--- src/rtl/vram_write_buffer.sv ---
// Posted-write FIFO between a host port and VRAM: one entry per hostWr assertion, drained into a
// single-cycle vramWr strobe whenever display fetch leaves VRAM free. Optional drop counter: VRAM_WB_DROPCNT_EN.
module vram_write_buffer #(
  parameter int DEPTH_LOG2 = 2
) (
  input  logic        clk,
  input  logic        nrst,
  input  logic [12:0] hostAddr,
  input  logic [7:0]  hostWrData,
  input  logic        hostWr,
  input  logic        dispBusy,
  output logic [12:0] vramAddr,
  output logic [7:0]  vramWrData,
  output logic        vramWr,
  output logic        bufEmpty,
  output logic        bufFull,
  output logic [7:0]  dropCount
);

  localparam int DEPTH = 1 << DEPTH_LOG2;

  typedef enum logic {IDLE, WRITE} state_e;

  typedef struct packed {
    logic [12:0] addr;
    logic [7:0]  data;
  } entry_t;

  entry_t                mem_q [DEPTH];
  logic [DEPTH_LOG2-1:0] wr_ptr_q, wr_ptr_d;
  logic [DEPTH_LOG2-1:0] rd_ptr_q, rd_ptr_d;
  logic [DEPTH_LOG2:0]   count_q, count_d;
  state_e                state_q, state_d;
  entry_t                out_q, out_d;
  logic                  host_wr_prev_q;
  logic                  push, pop, full, accept;

  // NOTE: combinational blocks assign every output a default first so no path can infer a latch.
  always_comb begin
    push     = hostWr & ~host_wr_prev_q;
    full     = (count_q == (DEPTH_LOG2+1)'(DEPTH));
    pop      = (count_q != '0) & ~dispBusy;
    // A pop frees the head slot on the same edge, so a full FIFO can still take the push.
    accept   = push & (~full | pop);
    wr_ptr_d = wr_ptr_q;
    rd_ptr_d = rd_ptr_q;
    count_d  = count_q;
    state_d  = IDLE;
    out_d    = out_q;
    if (accept) wr_ptr_d = wr_ptr_q + DEPTH_LOG2'(1);
    if (pop) begin
      rd_ptr_d = rd_ptr_q + DEPTH_LOG2'(1);
      state_d  = WRITE;
      out_d    = mem_q[rd_ptr_q];
    end
    case ({accept, pop})
      2'b10:   count_d = count_q + (DEPTH_LOG2+1)'(1);
      2'b01:   count_d = count_q - (DEPTH_LOG2+1)'(1);
      default: count_d = count_q;
    endcase
  end

  // NOTE: sequential state uses non-blocking assignments so every flop samples pre-edge values.
  always_ff @(posedge clk or negedge nrst) begin
    if (!nrst) begin
      wr_ptr_q       <= '0;
      rd_ptr_q       <= '0;
      count_q        <= '0;
      state_q        <= IDLE;
      out_q          <= '0;
      host_wr_prev_q <= 1'b1;
    end else begin
      wr_ptr_q       <= wr_ptr_d;
      rd_ptr_q       <= rd_ptr_d;
      count_q        <= count_d;
      state_q        <= state_d;
      out_q          <= out_d;
      host_wr_prev_q <= hostWr;
    end
  end

  // NOTE: storage array is not reset; the pointers and count alone define which entries are valid.
  always_ff @(posedge clk) begin
    if (accept) mem_q[wr_ptr_q] <= '{addr: hostAddr, data: hostWrData};
  end

  assign vramWr     = (state_q == WRITE);
  assign vramAddr   = out_q.addr;
  assign vramWrData = out_q.data;
  assign bufEmpty   = (count_q == '0);
  assign bufFull    = full;

`ifdef VRAM_WB_DROPCNT_EN
  logic       drop;
  logic [7:0] drop_cnt_q, drop_cnt_d;

  always_comb begin
    drop       = push & full & ~pop;
    drop_cnt_d = drop_cnt_q;
    if (drop && drop_cnt_q != 8'hFF) drop_cnt_d = drop_cnt_q + 8'd1;
  end

  always_ff @(posedge clk or negedge nrst) begin
    if (!nrst) drop_cnt_q <= '0;
    else       drop_cnt_q <= drop_cnt_d;
  end

  assign dropCount = drop_cnt_q;
`else
  assign dropCount = '0;
`endif

endmodule
--- config.mk ---
export PLATFORM = sky130hd
export DESIGN_NAME = vram_write_buffer
export DESIGN_NICKNAME = d
export VERILOG_FILES = /design/src/rtl/vram_write_buffer.sv
export SDC_FILE = /design/constraint.sdc
export NUM_CORES = 1
export LEC_CHECK = 0
export CAP_MARGIN = 25
export CELL_PAD_IN_SITES_DETAIL_PLACEMENT = 0
export CELL_PAD_IN_SITES_GLOBAL_PLACEMENT = 1
export CORE_MARGIN = 3
export CORE_UTILIZATION = 47
export DETAILED_ROUTE_END_ITERATION = 10
export GPL_TIMING_DRIVEN = 0
export PLACE_DENSITY = 0.89
export SLEW_MARGIN = 20
export SYNTH_ARGS = -nofsm -noshare
export SYNTH_HDL_FRONTEND = slang
export SYNTH_SLANG_ARGS = --single-unit
export TNS_END_PERCENT = 10
--- constraint.sdc ---
create_clock -name clk -period 2.45 [get_ports clk]
set_input_delay 0.6125 -clock clk [delete_from_list [all_inputs] [get_ports clk]]
set_output_delay 0.6125 -clock clk [all_outputs]
set_load 0.01 [all_outputs]
* After elaboration in Yosys (flattened, before gate mapping) *
Memories as Yosys holds them, arrays and structs flattened. A register that Yosys moved wholly into a read port is not among the register bits.
Index checks and enable logic that the tools add are counted.

storage, ports and cells
  register bits = 9
  memory bits (writable) = 84
  bits of input ports = 25
  output and inout bits = 32
  logic and storage cells = 28
  memories = 1

operators by class
  add/subtract/negate cells = 4
  equality and inequality tests = 3
  muxes and demuxes = 4
  bitwise gates (word level) = 7
  reduce and logical (&&, ||, !) cells = 4

memory list
  memory  depth  width  read ports  clocked after Yosys merged registers in  write ports  RTL line  text
  mem_q   4      21     1           1                                        1            29        entry_t mem_q [DEPTH];

operators by type and width
  operator               number
  $pmux W3 S2            1
  $add A2 B1 Y2 const B  2
  $add A3 B1 Y3 const B  1
  $and A1 B1 Y1          3
  $eq A3 B3 Y1 const B   1
  $logic_not A3 Y1       1
  $mux W1                3
  $not A1 Y1             3
  $reduce_bool A3 Y1     1
  $sub A3 B1 Y3 const B  1
  $eq A2 B1 Y1 const B   1
  $eq A2 B2 Y1 const B   1
  $reduce_bool A2 Y1     1
  $logic_not A1 Y1       1
  $or A1 B1 Y1           1

* Longest topological paths before layout *
Gate-level depths: netlist of run 1.

  word-level depth = 6
  mapped depth = 8
  mapped depth without buffers = 7

* Least setup slack after synthesis of run 1 *
Ideal clock, no wire load.

  kind = input to register
  start = in hostWr
  end = mem mem_q[0][0] (netlist name), enable pin
  library setup time = 0.379 ns
  arrival time = 1.731 ns
  data required time = 2.071 ns
  setup slack = 0.340 ns
  stages = 4
  buffers on the path = 1
  path through = nand2b_1 > clkbuf_1 > a21oi_1 > and2_1

on the way
  cells in the longest elaborated chain, start to end = 4

RTL lines
  element                        RTL line  text
  start: declaration             10        input logic hostWr,
  $and A1 B1 Y1                  40        push = hostWr & ~host_wr_prev_q;
  $and A1 B1 Y1                  44        accept = push & (~full | pop);
  $mux W1                        84        if (accept) mem_q[wr_ptr_q] <= '{addr: hostAddr, data: hostWrData};
  $mux W1 (implied by the code)  84
  end: declaration               29

No other way between the ends.

* Final worst setup path of run 1 *
  start = in hostWr
  end = mem mem_q[3][13] (netlist name), enable pin

The elaborated chain is that of the path after synthesis.

==> impl_results.rst, run 1 <==
.. list-table::
   :header-rows: 1

   * - Metric
     - Value
   * - Unique cell type count in the Yosys netlist
     - 31
   * - Number of sinks on the clock net
     - 114
   * - Die boundary width
     - 104.0 um
   * - Async SR Flop Fraction
     - 0.2632
   * - Hold crit path type
     - in2async
   * - Startpoint types
     - primary input
   * - DR vias
     - 2213
   * - Vert. Die Dim
     - 104.0 um
   * - Gr ovfl total
     - 0
   * - ANT nets after route
     - 0
   * - Static Leak
     - 0.002216 uW
   * - Number of cells on the worst reg-to-reg path
     - 8
   * - Final critical path time including I/O delays and setup
     - 2.248 ns
   * - Power density relative to cell area
     - 1224 nW/um2
   * - Crit path depth
     - 6
   * - Utilization after layout
     - 0.6345
   * - Area of the mapped netlist
     - 4514 um2
   * - Worst Max-Slew Pin Slew
     - 0.6163 ns
   * - CTS buffer count
     - 17
   * - Detailed-route wire length per cell
     - 18.13 um
   * - Worst-case vdd ir drop
     - 0.6250 mV
   * - Cell class contributing the biggest share of worst-path delay
     - buffers and inverters
   * - Detailed-placement wirelength estimate
     - 5054 um
   * - TritonCTS clock tree
     - yes
   * - Portion of synthesized cell area occupied by the leading cell type
     - 0.5588
   * - Leading post-synthesis cells by instance count
     - 84 x sky130_fd_sc_hd__edfxtp_1, 29 x sky130_fd_sc_hd__dfrtp_1, 18 x sky130_fd_sc_hd__mux2_4, 18 x sky130_fd_sc_hd__mux4_2, 8 x sky130_fd_sc_hd__buf_4
   * - Relative slew slack
     - 0.5891
   * - Placeable Area
     - 9284 um2
   * - Final-report hold violation count
     - 0
   * - Result of the run
     - finished, final reports clean
   * - Global-route wire length before repair
     - 12810 um
   * - Initial core utilization
     - 0.4863
   * - Number of primary I/O pins
     - 57
   * - Count of state elements after synthesis
     - 114
   * - CTS Hold Bufs
     - 0
   * - Post-route worst hold slack
     - 0.02148 ns
   * - Most instantiated flip-flop cell in the synthesis netlist
     - sky130_fd_sc_hd__edfxtp_1
   * - Critical path class
     - in2reg
   * - Max-capacitance violation count
     - 0
   * - Critical-path maximum fanout
     - 11
   * - Insertion delay to the later sink of the worst-skew pair
     - 0.51 ns
   * - Count of flip-flops with a built-in enable after synthesis
     - 84
   * - NumNets Final
     - 323
   * - DP Cell Count
     - 403
   * - Cell Rows
     - 35
   * - Cells along the critical path
     - clkdlybuf4s50_1 -> nand2b_1 -> clkbuf_1 -> a21oi_1 -> and2_2 -> buf_8
   * - Maximum number of pins on one net before global-route repair
     - 18
   * - Crit path required time
     - 2.66 ns
   * - Slowest stage delay, CP
     - 0.50 ns
   * - Final number of setup-violating endpoints
     - 0
   * - Post-Syn Instances
     - 214
   * - Cell with the largest stage delay on the worst path
     - sky130_fd_sc_hd__clkdlybuf4s50_1
   * - GP Congestion
     - 0.7201
   * - Port buffer count
     - 48
   * - Buffer and inverter count on the worst path
     - 3
   * - Max Clk Rate
     - 444.8 MHz
   * - Residual DRC
     - 0
   * - Number of antenna violations at the first check in global routing
     - 0
   * - Antenna Diode Count
     - 0
   * - CTS H-tree lvls
     - 4
   * - Number of detailed-route iterations in the first pass
     - 4
   * - Worst path arrival time
     - 2.46 ns
   * - Average size of a mapped cell
     - 21.10 um2
   * - Drt first-iter violations
     - 165
   * - Final worst path period share
     - 0.9175
   * - Cell type contributing the most total cell area after synthesis
     - sky130_fd_sc_hd__edfxtp_1
   * - Largest cells by area after synthesis
     - sky130_fd_sc_hd__edfxtp_1 56%, sky130_fd_sc_hd__dfrtp_1 16%, sky130_fd_sc_hd__mux4_2 9.0%, sky130_fd_sc_hd__mux2_4 6.0%, sky130_fd_sc_hd__mux4_1 1.7%
   * - Layout overhead on the synthesized area
     - 30.49%
   * - Share of layout cells above drive strength 1
     - 0.3039
   * - Filler Cell Count
     - 656
   * - Gr usage total
     - 0.1617
   * - Worst-case clock buffer depth
     - 2
   * - Clock slew at the register clock pins of the worst setup and hold paths
     - 0.05 ns
   * - Most frequent cell after synthesis
     - sky130_fd_sc_hd__edfxtp_1
   * - Root buffer selected by CTS
     - sky130_fd_sc_hd__clkbuf_8
   * - Per-cell via count in the routed design
     - 5.087
   * - Total Die Area
     - 10820 um2
   * - Power, Total
     - 7209 uW
   * - Number of pins with negative max-slew slack in the final report
     - 0
   * - Worst clock skew on the final layout
     - 0.01049 ns
   * - Via count of the first global-routing pass
     - 2374
   * - Sort of element at the end of the critical path
     - flip-flop
   * - Unrepaired setup endpoints after global routing
     - false
   * - YS warnings
     - 0
   * - Non-filler instance count after layout
     - 435
   * - Post-Route WL
     - 7888 um
   * - Share of synthesized area occupied by flip-flops and latches
     - 0.7253
## cell usage in the layout, fill, tap and decap left out, types with 4 or more instances in the layout
cell and count:
sky130_fd_sc_hd__buf_4 8, sky130_fd_sc_hd__mux2_4 18, sky130_fd_sc_hd__edfxtp_1 84, sky130_fd_sc_hd__dfrtp_1 26, sky130_fd_sc_hd__nand2_1 5, sky130_fd_sc_hd__mux4_2 18
sky130_fd_sc_hd__conb_1 8, sky130_fd_sc_hd__clkdlybuf4s50_1 44, sky130_fd_sc_hd__inv_1 4, sky130_fd_sc_hd__clkbuf_1 8, sky130_fd_sc_hd__clkbuf_16 16, sky130_fd_sc_hd__ha_1 4
sky130_fd_sc_hd__and2_2 4
## registers in the layout, summed over array words and instances (netlist names)
register        count
vramAddr           13
rd_ptr_q            2
count_q             3
mem_q              84
wr_ptr_q            2
host_wr_prev_q      1
vramWrData          8
vramWr              1
## kinds of logic after synthesis
group	Yosys count	synth area share
and+or+nand+nor	17	0.02411
AOI/OAI and AO/OA	9	0.01219
adders and majority gates	5	0.01552
xor gates and xnor gates	5	0.009702
muxes	43	0.1768
buffers and inverters	20	0.03548
other	1	0.0008307
DFF	114	0.7253
## path summary, 6_finish.rpt
kind                        startpoint             end  slack (ns)
max                             hostWr    mem_q[3][13]        0.20
min                               nrst     vramAddr[6]        0.02
max reg2reg                 count_q[0]      count_q[2]        0.27
min reg2reg                vramAddr[3]     vramAddr[3]        0.51
max in group asynchronous         nrst  host_wr_prev_q        1.93
min in group clk           vramAddr[3]     vramAddr[3]        0.51
## power breakdown
part | leakage [uW] | switching, uW | internal [uW]
sequential | 0.00111 | 228 | 2490
combinational | 0.000826 | 843 | 1290
clock | 0.000279 | 764 | 1590
total | 0.00222 | 1840 | 5370
## through the flow
step	cell area (um2)	worst slack, ns	TNS [ns]
after floorplan	4541	0.3398	0
after global placement	5182	-0.6539	-55.06
after detailed placement	5290	-0.5492	-35.21
after CTS	5878	0.0008715	0
after global routing	5891	0.07609	0
final	5891	0.2020	0
## per-layer routing
layer / vias to the layer above / routed length (um) / global-route usage / part of all wire
met1: 1147 / 3177 / 0.1952 / 0.40
met2: 74 / 4174 / 0.2623 / 0.53
li1: 984 / - / - / -
met3: 8 / 426 / 0.05525 / 0.054
met4: 0 / 110 / 0.07692 / 0.014
met5: - / 0 / 0 / 0
## timing repair
item,4_1_cts,5_1_grt
setup endpoints to repair,2,52
pin swaps,1,1
buffers inserted,0,0
resized for setup,5,7
## cell type report
| type | count | area [um2] | share of cell area |
|---|---|---|---|
| multi-input cells | 87 | 1124 | 0.1907 |
| inverters | 4 | 15.01 | 0.002549 |
| well taps | 129 | 161.4 | 0.02740 |
| repair buffers | 53 | 595.6 | 0.1011 |
| clock buffers | 25 | 464.2 | 0.07880 |
| flip-flops and latches | 114 | 3278 | 0.5565 |
| clock inverters | 7 | 107.6 | 0.01827 |
| plain buffers | 16 | 145.1 | 0.02464 |
No activity file was read; power rests on OpenSTA's default activity.
==> run 2: changes to the inputs <==
SETUP_SLACK_MARGIN = 0.15   (was default)
==> run 2 against run 1 <==
Against the previous run: register-to-register slack better by 0.11 ns; die area did not move; sequential power about the same; power grew 0.33%; first-iteration DRC count fell by 0.61%; sequential cell count unchanged; final area grew 0.38%; sequential share of layout area fell by 0.21 points; highest routed layer unchanged.
==> impl_results.rst, run 2 (synthesis gave the netlist of run 1 again) <==
.. list-table::
   :header-rows: 1

   * - Metric
     - Value
   * - Number of antenna violations at the first check in global routing
     - 0 (unchanged)
   * - Die boundary width
     - 104.0 um (unchanged)
   * - Wire length on met1
     - 3181 um (+0.13%)
   * - Number of cells on the worst reg-to-reg path
     - 7 (-1)
   * - Endpoint of the worst-slack reg-to-reg timing path
     - count_q[2]
   * - Area taken by multi-input logic gates
     - 1127 um2 (+0.33%)
   * - DR vias
     - 2208 (-0.23%)
   * - Sequential cell area
     - 3278 um2 (unchanged)
   * - Worst-case vdd ir drop
     - 0.6236 mV (-0.23%)
   * - Met2 routed WL
     - 4248 um (+1.8%)
   * - Antenna Diode Count
     - 0 (unchanged)
   * - Crit path required time
     - 1.84 ns (-0.82 ns)
   * - Max Clk Rate
     - 466.7 MHz (+4.9%)
   * - Hold crit path type
     - in2async
   * - NumNets Final
     - 326 (+0.93%)
   * - Worst-case clock buffer depth
     - 2 (unchanged)
   * - Leading cell type in the layout, fill and taps excluded
     - sky130_fd_sc_hd__edfxtp_1
   * - Per-cell via count in the routed design
     - 5.041 (-0.91%)
   * - GP Congestion
     - 0.7201 (unchanged)
   * - Power density relative to cell area
     - 1223 nW/um2 (about the same)
   * - CTS Hold Bufs
     - 0 (unchanged)
   * - Number of sinks on the clock net
     - 114 (unchanged)
   * - Crit Reg-Reg Startpoint
     - host_wr_prev_q
   * - Initial core utilization
     - 0.4863 (unchanged)
   * - Layout overhead on the synthesized area
     - 30.99%
   * - Via count of the first global-routing pass
     - 2377 (+0.13%)
   * - Relative slew slack
     - 0.5664 (-0.02277)
   * - Worst path arrival time
     - 1.53 ns (-0.93 ns)
   * - Unrepaired setup endpoints after global routing
     - false
   * - ANT nets after route
     - 0 (unchanged)
   * - Filler Cell Count
     - 650 (-0.91%)
   * - R2R Setup Slk
     - 0.38 ns (+0.11 ns)
   * - CTS buffer count
     - 17 (unchanged)
   * - Commonest cells after routing, fill and taps aside
     - 84 x sky130_fd_sc_hd__edfxtp_1, 44 x sky130_fd_sc_hd__clkdlybuf4s50_1, 26 x sky130_fd_sc_hd__dfrtp_1
   * - Final worst path period share
     - 0.8746 (-0.04291)
   * - Critical path class
     - reg2out
   * - Startpoint types
     - flip-flop
   * - Gr ovfl total
     - 0 (unchanged)
   * - Vert. Die Dim
     - 104.0 um (unchanged)
   * - Insertion delay to the later sink of the worst-skew pair
     - 0.51 ns (about the same)
   * - Final number of setup-violating endpoints
     - 0 (unchanged)
   * - Max-capacitance violation count
     - 0 (unchanged)
   * - Critical-path maximum fanout
     - 7 (-4)
   * - Result of the run
     - finished, final reports clean
   * - Number of flip-flops under the largest register name
     - 84 (unchanged)
   * - Global-route wire length before repair
     - 12820 um (+0.11%)
   * - Root buffer selected by CTS
     - sky130_fd_sc_hd__clkbuf_8
   * - Register with the most flip-flops
     - mem_q
   * - Number of detailed-route iterations in the first pass
     - 4 (unchanged)
   * - Maximum number of pins on one net before global-route repair
     - 18 (unchanged)
   * - TritonCTS clock tree
     - yes
   * - Clock slew at the register clock pins of the worst setup and hold paths
     - 0.05 ns (about the same)
   * - Gr usage total
     - 0.1618 (about the same)
   * - Detailed-routed wire length on met3
     - 415 um (-2.6%)
   * - Placeable Area
     - 9284 um2 (unchanged)
   * - Port buffer count
     - 48 (unchanged)
   * - Share of layout cells above drive strength 1
     - 0.3139 (+0.009994)
   * - Cell Rows
     - 35 (unchanged)
   * - Number of pins with negative max-slew slack in the final report
     - 0 (unchanged)
   * - DP Cell Count
     - 403 (unchanged)
   * - Worst Max-Slew Pin Slew
     - 0.6505 ns (+0.03416 ns)
   * - Detailed-placement wirelength estimate
     - 5054 um (unchanged)
   * - Residual DRC
     - 0 (unchanged)
   * - CTS H-tree lvls
     - 4 (unchanged)
   * - Final critical path time including I/O delays and setup
     - 2.143 ns (-0.1051 ns)
   * - Final-report hold violation count
     - 0 (unchanged)
   * - Number of primary I/O pins
     - 57 (unchanged)
   * - Total Die Area
     - 10820 um2 (unchanged)
   * - Static Leak
     - 0.002219 uW (+0.14%)
   * - Sort of element at the end of the critical path
     - primary output
   * - Drt first-iter violations
     - 164 (-0.61%)
   * - Top routing layer used
     - met4
   * - Worst clock skew on the final layout
     - 0.01109 ns (+0.0005977 ns)
   * - Post-Route WL
     - 7942 um (+0.68%)
   * - Non-filler instance count after layout
     - 438 (+0.69%)
   * - Utilization after layout
     - 0.6369 (+0.002426)
   * - Power, Total
     - 7233 uW (+0.33%)
   * - Detailed-route wire length per cell
     - 18.13 um (about the same)
## run 2: cell types whose count changed in the layout (fill, tap and decap cells not counted), sizes merged
cell / delta
buf: +3
dlygate4sd2: +1
dlymetal6s2s: -1
## run 2: timing repair
action / 4_1_cts / 5_1_grt
gates resized for setup: 7 / 6
cloned: 0 / 0
setup buffers: 0 / 3
endpoints found under the hold margin: 0 / 0
endpoints found under the setup margin: 52 / 77
pin swaps: 1 / 1
## run 2: layout make-up
cell class / instances / area share
clock buffers: 25 / 0.07850
inverters: 4 / 0.002539
well taps: 129 / 0.02730
multi-input cells: 87 / 0.1906
flip-flops and latches: 114 / 0.5544
clock inverters: 7 / 0.01820
plain buffers: 16 / 0.02455
repair buffers: 56 / 0.1039
## run 2: how the worst max path moves through the flow
stage                           from          end  slack, ns  cells after the start
after floorplan               hostWr  mem_q[0][0]       0.34                      4
after global placement        hostWr  mem_q[1][0]      -0.65                      5
after detailed placement      hostWr  mem_q[3][0]      -0.55                      6
after CTS                 count_q[0]     bufEmpty      0.006                      2
after global routing          hostWr   count_q[2]       0.18                      8
final                     count_q[0]      bufFull       0.31                      2
## run 2: where the power goes
part / leakage, uW / internal [uW] / total, uW / switching [uW]
sequential: 0.00111 / 2490 / 2720 / 230
clock: 0.000279 / 1590 / 2350 / 762
combinational: 0.000829 / 1310 / 2160 / 853
## run 2: through the flow
stage / setup TNS, ns / cell area, um2 / hold slack (ns) / worst slack (ns)
floorplan: 0 / 4541 / 0.3169 / 0.3398
global placement: -55.06 / 5182 / 0.4944 / -0.6539
detailed placement: -35.21 / 5290 / 0.4983 / -0.5492
CTS: 0 / 5878 / 0.009647 / 0.006014
global route: 0 / 5913 / 0.02053 / 0.1781
finish: 0 / 5913 / 0.02256 / 0.3071
## run 2: worst max-delay path, stage by stage, from the launching register on
cell and delay (ns):
sky130_fd_sc_hd__dfrtp_2 0.47, sky130_fd_sc_hd__nor3b_4 0.25, sky130_fd_sc_hd__dlygate4sd2_1 0.30
## run 2: per-layer routing
layer,track usage,vias up
met1,0.1952,1139
li1,-,989
met3,0.05587,7
met2,0.2623,73
met5,0,-
met4,0.07692,0
==> run 3: changes to the inputs <==
CORE_UTILIZATION = 51   (was 47)
PLACE_DENSITY = 0.95   (was 0.89)
clock period = 2.5 ns   (was 2.45 ns; I/O delays follow)
==> run 3 against run 2 <==
Against the previous run: critical path depth is the same; core utilization rose by 5.4 points; clock-buffer cell count fell by 3; clock power down 3%; non-clock buffer count decreased by 3; setup slack got worse by 0.24 ns; first-iteration DRC count is 29% lower; power shrank 2.8%; sequential cell count did not move; cell count fell by 6.2%; largest power group unchanged.
==> impl_results.rst, run 3 (synthesis gave the netlist of run 1 again) <==
.. list-table::
   :header-rows: 1

   * - Metric
     - Value
   * - Result of the run
     - finished, final reports clean
   * - Layout overhead on the synthesized area
     - 28.82%
   * - CTS H-tree lvls
     - 4 (unchanged)
   * - Sort of element at the end of the critical path
     - primary output
   * - NumNets Final
     - 323 (-0.92%)
   * - TritonCTS clock tree
     - yes
   * - CP endpoint
     - bufEmpty
   * - Worst-case vdd ir drop
     - 0.6155 mV (-1.3%)
   * - Detailed-placement wirelength estimate
     - 4946 um (-2.1%)
   * - Worst Max-Slew Pin Slew
     - 0.7438 ns (+0.09332 ns)
   * - Detailed-routed wire length on met3
     - 326 um (-21%)
   * - Number of flip-flops under the largest register name
     - 84 (unchanged)
   * - Final critical path time including I/O delays and setup
     - 2.429 ns
   * - Post-Route WL
     - 8303 um (+4.5%)
   * - Max Clk Rate
     - 411.7 MHz
   * - Power density relative to cell area
     - 1209 nW/um2 (-1.2%)
   * - Port buffer count
     - 48 (unchanged)
   * - Global-route wire length before repair
     - 13370 um (+4.3%)
   * - Number of detailed-route iterations in the first pass
     - 4 (unchanged)
   * - Number of primary I/O pins
     - 57 (unchanged)
   * - Crit path required time
     - 1.88 ns (+0.04 ns)
   * - Maximum number of pins on one net before global-route repair
     - 31 (+13)
   * - Unrepaired setup endpoints after global routing
     - true
   * - Relative slew slack
     - 0.5042 (-0.06221)
   * - Residual DRC
     - 0 (unchanged)
   * - Number of pins with negative max-slew slack in the final report
     - 0 (unchanged)
   * - Worst clock skew on the final layout
     - 0.01125 ns (+0.0001565 ns)
   * - Min setup slack post-route
     - 0.07132 ns (-0.2358 ns)
   * - Via count of the first global-routing pass
     - 2407 (+1.3%)
   * - CTS buffer count
     - 17 (unchanged)
   * - Clock slew at the register clock pins of the worst setup and hold paths
     - 0.05 ns (about the same)
   * - Leading cell type in the layout, fill and taps excluded
     - sky130_fd_sc_hd__edfxtp_1
   * - Vert. Die Dim
     - 100.1 um (-3.8%)
   * - Commonest cells after routing, fill and taps aside
     - 84 x sky130_fd_sc_hd__edfxtp_1, 46 x sky130_fd_sc_hd__clkdlybuf4s50_1, 26 x sky130_fd_sc_hd__dfrtp_1
   * - Per-cell via count in the routed design
     - 5.331 (+5.7%)
   * - Cell-internal power
     - 5179 uW (-3.9%)
   * - Gate power share
     - 0.297 (-0.002)
   * - Startpoint types
     - flip-flop
   * - Max-capacitance violation count
     - 0 (unchanged)
   * - Share of layout cells above drive strength 1
     - 0.3268 (+0.01288)
   * - Number of antenna violations at the first check in global routing
     - 0 (unchanged)
   * - Critical path class
     - reg2out
   * - Die boundary width
     - 100.1 um (-3.8%)
   * - Sequential cell fraction of total power
     - 0.379 (+0.003)
   * - Cell Rows
     - 33 (-5.7%)
   * - Post-placement worst setup slack
     - -0.4803 ns (+0.06891 ns)
   * - Root buffer selected by CTS
     - sky130_fd_sc_hd__clkbuf_8
   * - Number of cells on the worst reg-to-reg path
     - 8 (+1)
   * - Clock group share of total power
     - 0.324 (about the same)
   * - GP Congestion
     - 0.6966 (-3.3%)
   * - Hold crit path type
     - in2async
   * - Non-filler instance count after layout
     - 411 (-6.2%)
   * - DR vias
     - 2191 (-0.77%)
   * - Worst-case clock buffer depth
     - 2 (unchanged)
   * - Antenna Diode Count
     - 0 (unchanged)
   * - Critical Path Start
     - count_q[0]
   * - Static Leak
     - 0.002164 uW (-2.5%)
   * - Met2 routed WL
     - 4463 um (+5.1%)
   * - Total Die Area
     - 10020 um2 (-7.4%)
   * - Endpoint of the worst-slack reg-to-reg timing path
     - count_q[2]
   * - Top routing layer used
     - met4
   * - Placeable Area
     - 8423 um2 (-9.3%)
   * - DP Cell Count
     - 378 (-6.2%)
   * - Register with the most flip-flops
     - mem_q
   * - Worst path arrival time
     - 1.80 ns (+0.27 ns)
   * - Wire length on met1
     - 3417 um (+7.4%)
   * - Gr ovfl total
     - 0 (unchanged)
   * - Utilization after layout
     - 0.6904 (+0.05351)
   * - Final worst path period share
     - 0.9715
   * - Initial core utilization
     - 0.5359 (+0.04969)
   * - Number of sinks on the clock net
     - 114 (unchanged)
   * - Final number of setup-violating endpoints
     - 0 (unchanged)
   * - Gr usage total
     - 0.1857 (+0.02392)
   * - ANT nets after route
     - 0 (unchanged)
   * - Drt first-iter violations
     - 117 (-29%)
   * - Critical-path maximum fanout
     - 7 (unchanged)
   * - Insertion delay to the later sink of the worst-skew pair
     - 0.51 ns (about the same)
   * - Crit Reg-Reg Startpoint
     - count_q[0]
   * - Detailed-route wire length per cell
     - 20.20 um (+11%)
   * - Switching power share of the total
     - 0.2631 (+0.008087)
   * - Final-report hold violation count
     - 0 (unchanged)
   * - R2R Setup Slk
     - 0.42 ns (+0.04 ns)
   * - Net switching power
     - 1849 uW (+0.26%)
   * - CTS Hold Bufs
     - 0 (unchanged)
[run 3: final cells by class]
| type | instances | area [um2] |
|---|---|---|
| clock inverters | 10 | 107.6 |
| well taps | 105 | 131.4 |
| clock buffers | 22 | 462.9 |
| inverters | 4 | 15.01 |
| plain buffers | 16 | 145.1 |
| flip-flops and latches | 114 | 3278 |
| fillers | 554 | 2608 |
| multi-input cells | 87 | 1121 |
| repair buffers | 53 | 554.3 |
[run 3: worst min-delay path by stage]
| stage | endpoint | cells past startpoint | from |
|---|---|---|---|
| finish | vramAddr[9] | 1 | nrst |
| global route | vramAddr[9] | 1 | nrst |
| CTS | vramAddr[9] | 1 | nrst |
| detailed placement | vramWrData[0] | 1 | vramWrData[0] |
| global placement | vramAddr[0] | 1 | vramAddr[0] |
| floorplan | count_q[0] | 0 | nrst |
[run 3: timing repair]
action	4_1_cts	5_1_grt
resized for setup	6	4
hold endpoints to repair	0	0
endpoints found under the setup margin	35	76
setup buffers	1	0
pin swaps	1	0
[run 3: stage by stage]
stage	area (um2)	total power [uW]	hold slack, ns	TNS, ns
after global placement	5152	4639	0.4953	-49.99
after global routing	5816	7370	0.2293	0
final	5816	7029	0.1878	0
after floorplan	4541	3976	0.3294	0
after detailed placement	5220	4747	0.4945	-29.63
after CTS	5808	7107	0.1996	0
[run 3: power groups by stage]
stage	Combinational [uW]	Sequential [uW]	Clock [uW]
final	2090	2670	2280
after global routing	2240	2720	2410
after CTS	2120	2670	2310
after detailed placement	2070	2670	0
after global placement	1980	2660	0
after floorplan	1260	2710	0
[run 3: per-layer routing]
layer | global-route usage | up-vias
li1 | - | 982
met1 | 0.2342 | 1142
met2 | 0.3079 | 61
met3 | 0.05073 | 6
met4 | 0.07461 | 0
met5 | 0 | -
[run 3: worst max-delay path, stage by stage (launching register included)]
cell and delay, ns:
sky130_fd_sc_hd__dfrtp_2 0.46, sky130_fd_sc_hd__nor3_4 0.26, sky130_fd_sc_hd__clkdlybuf4s50_1 0.57
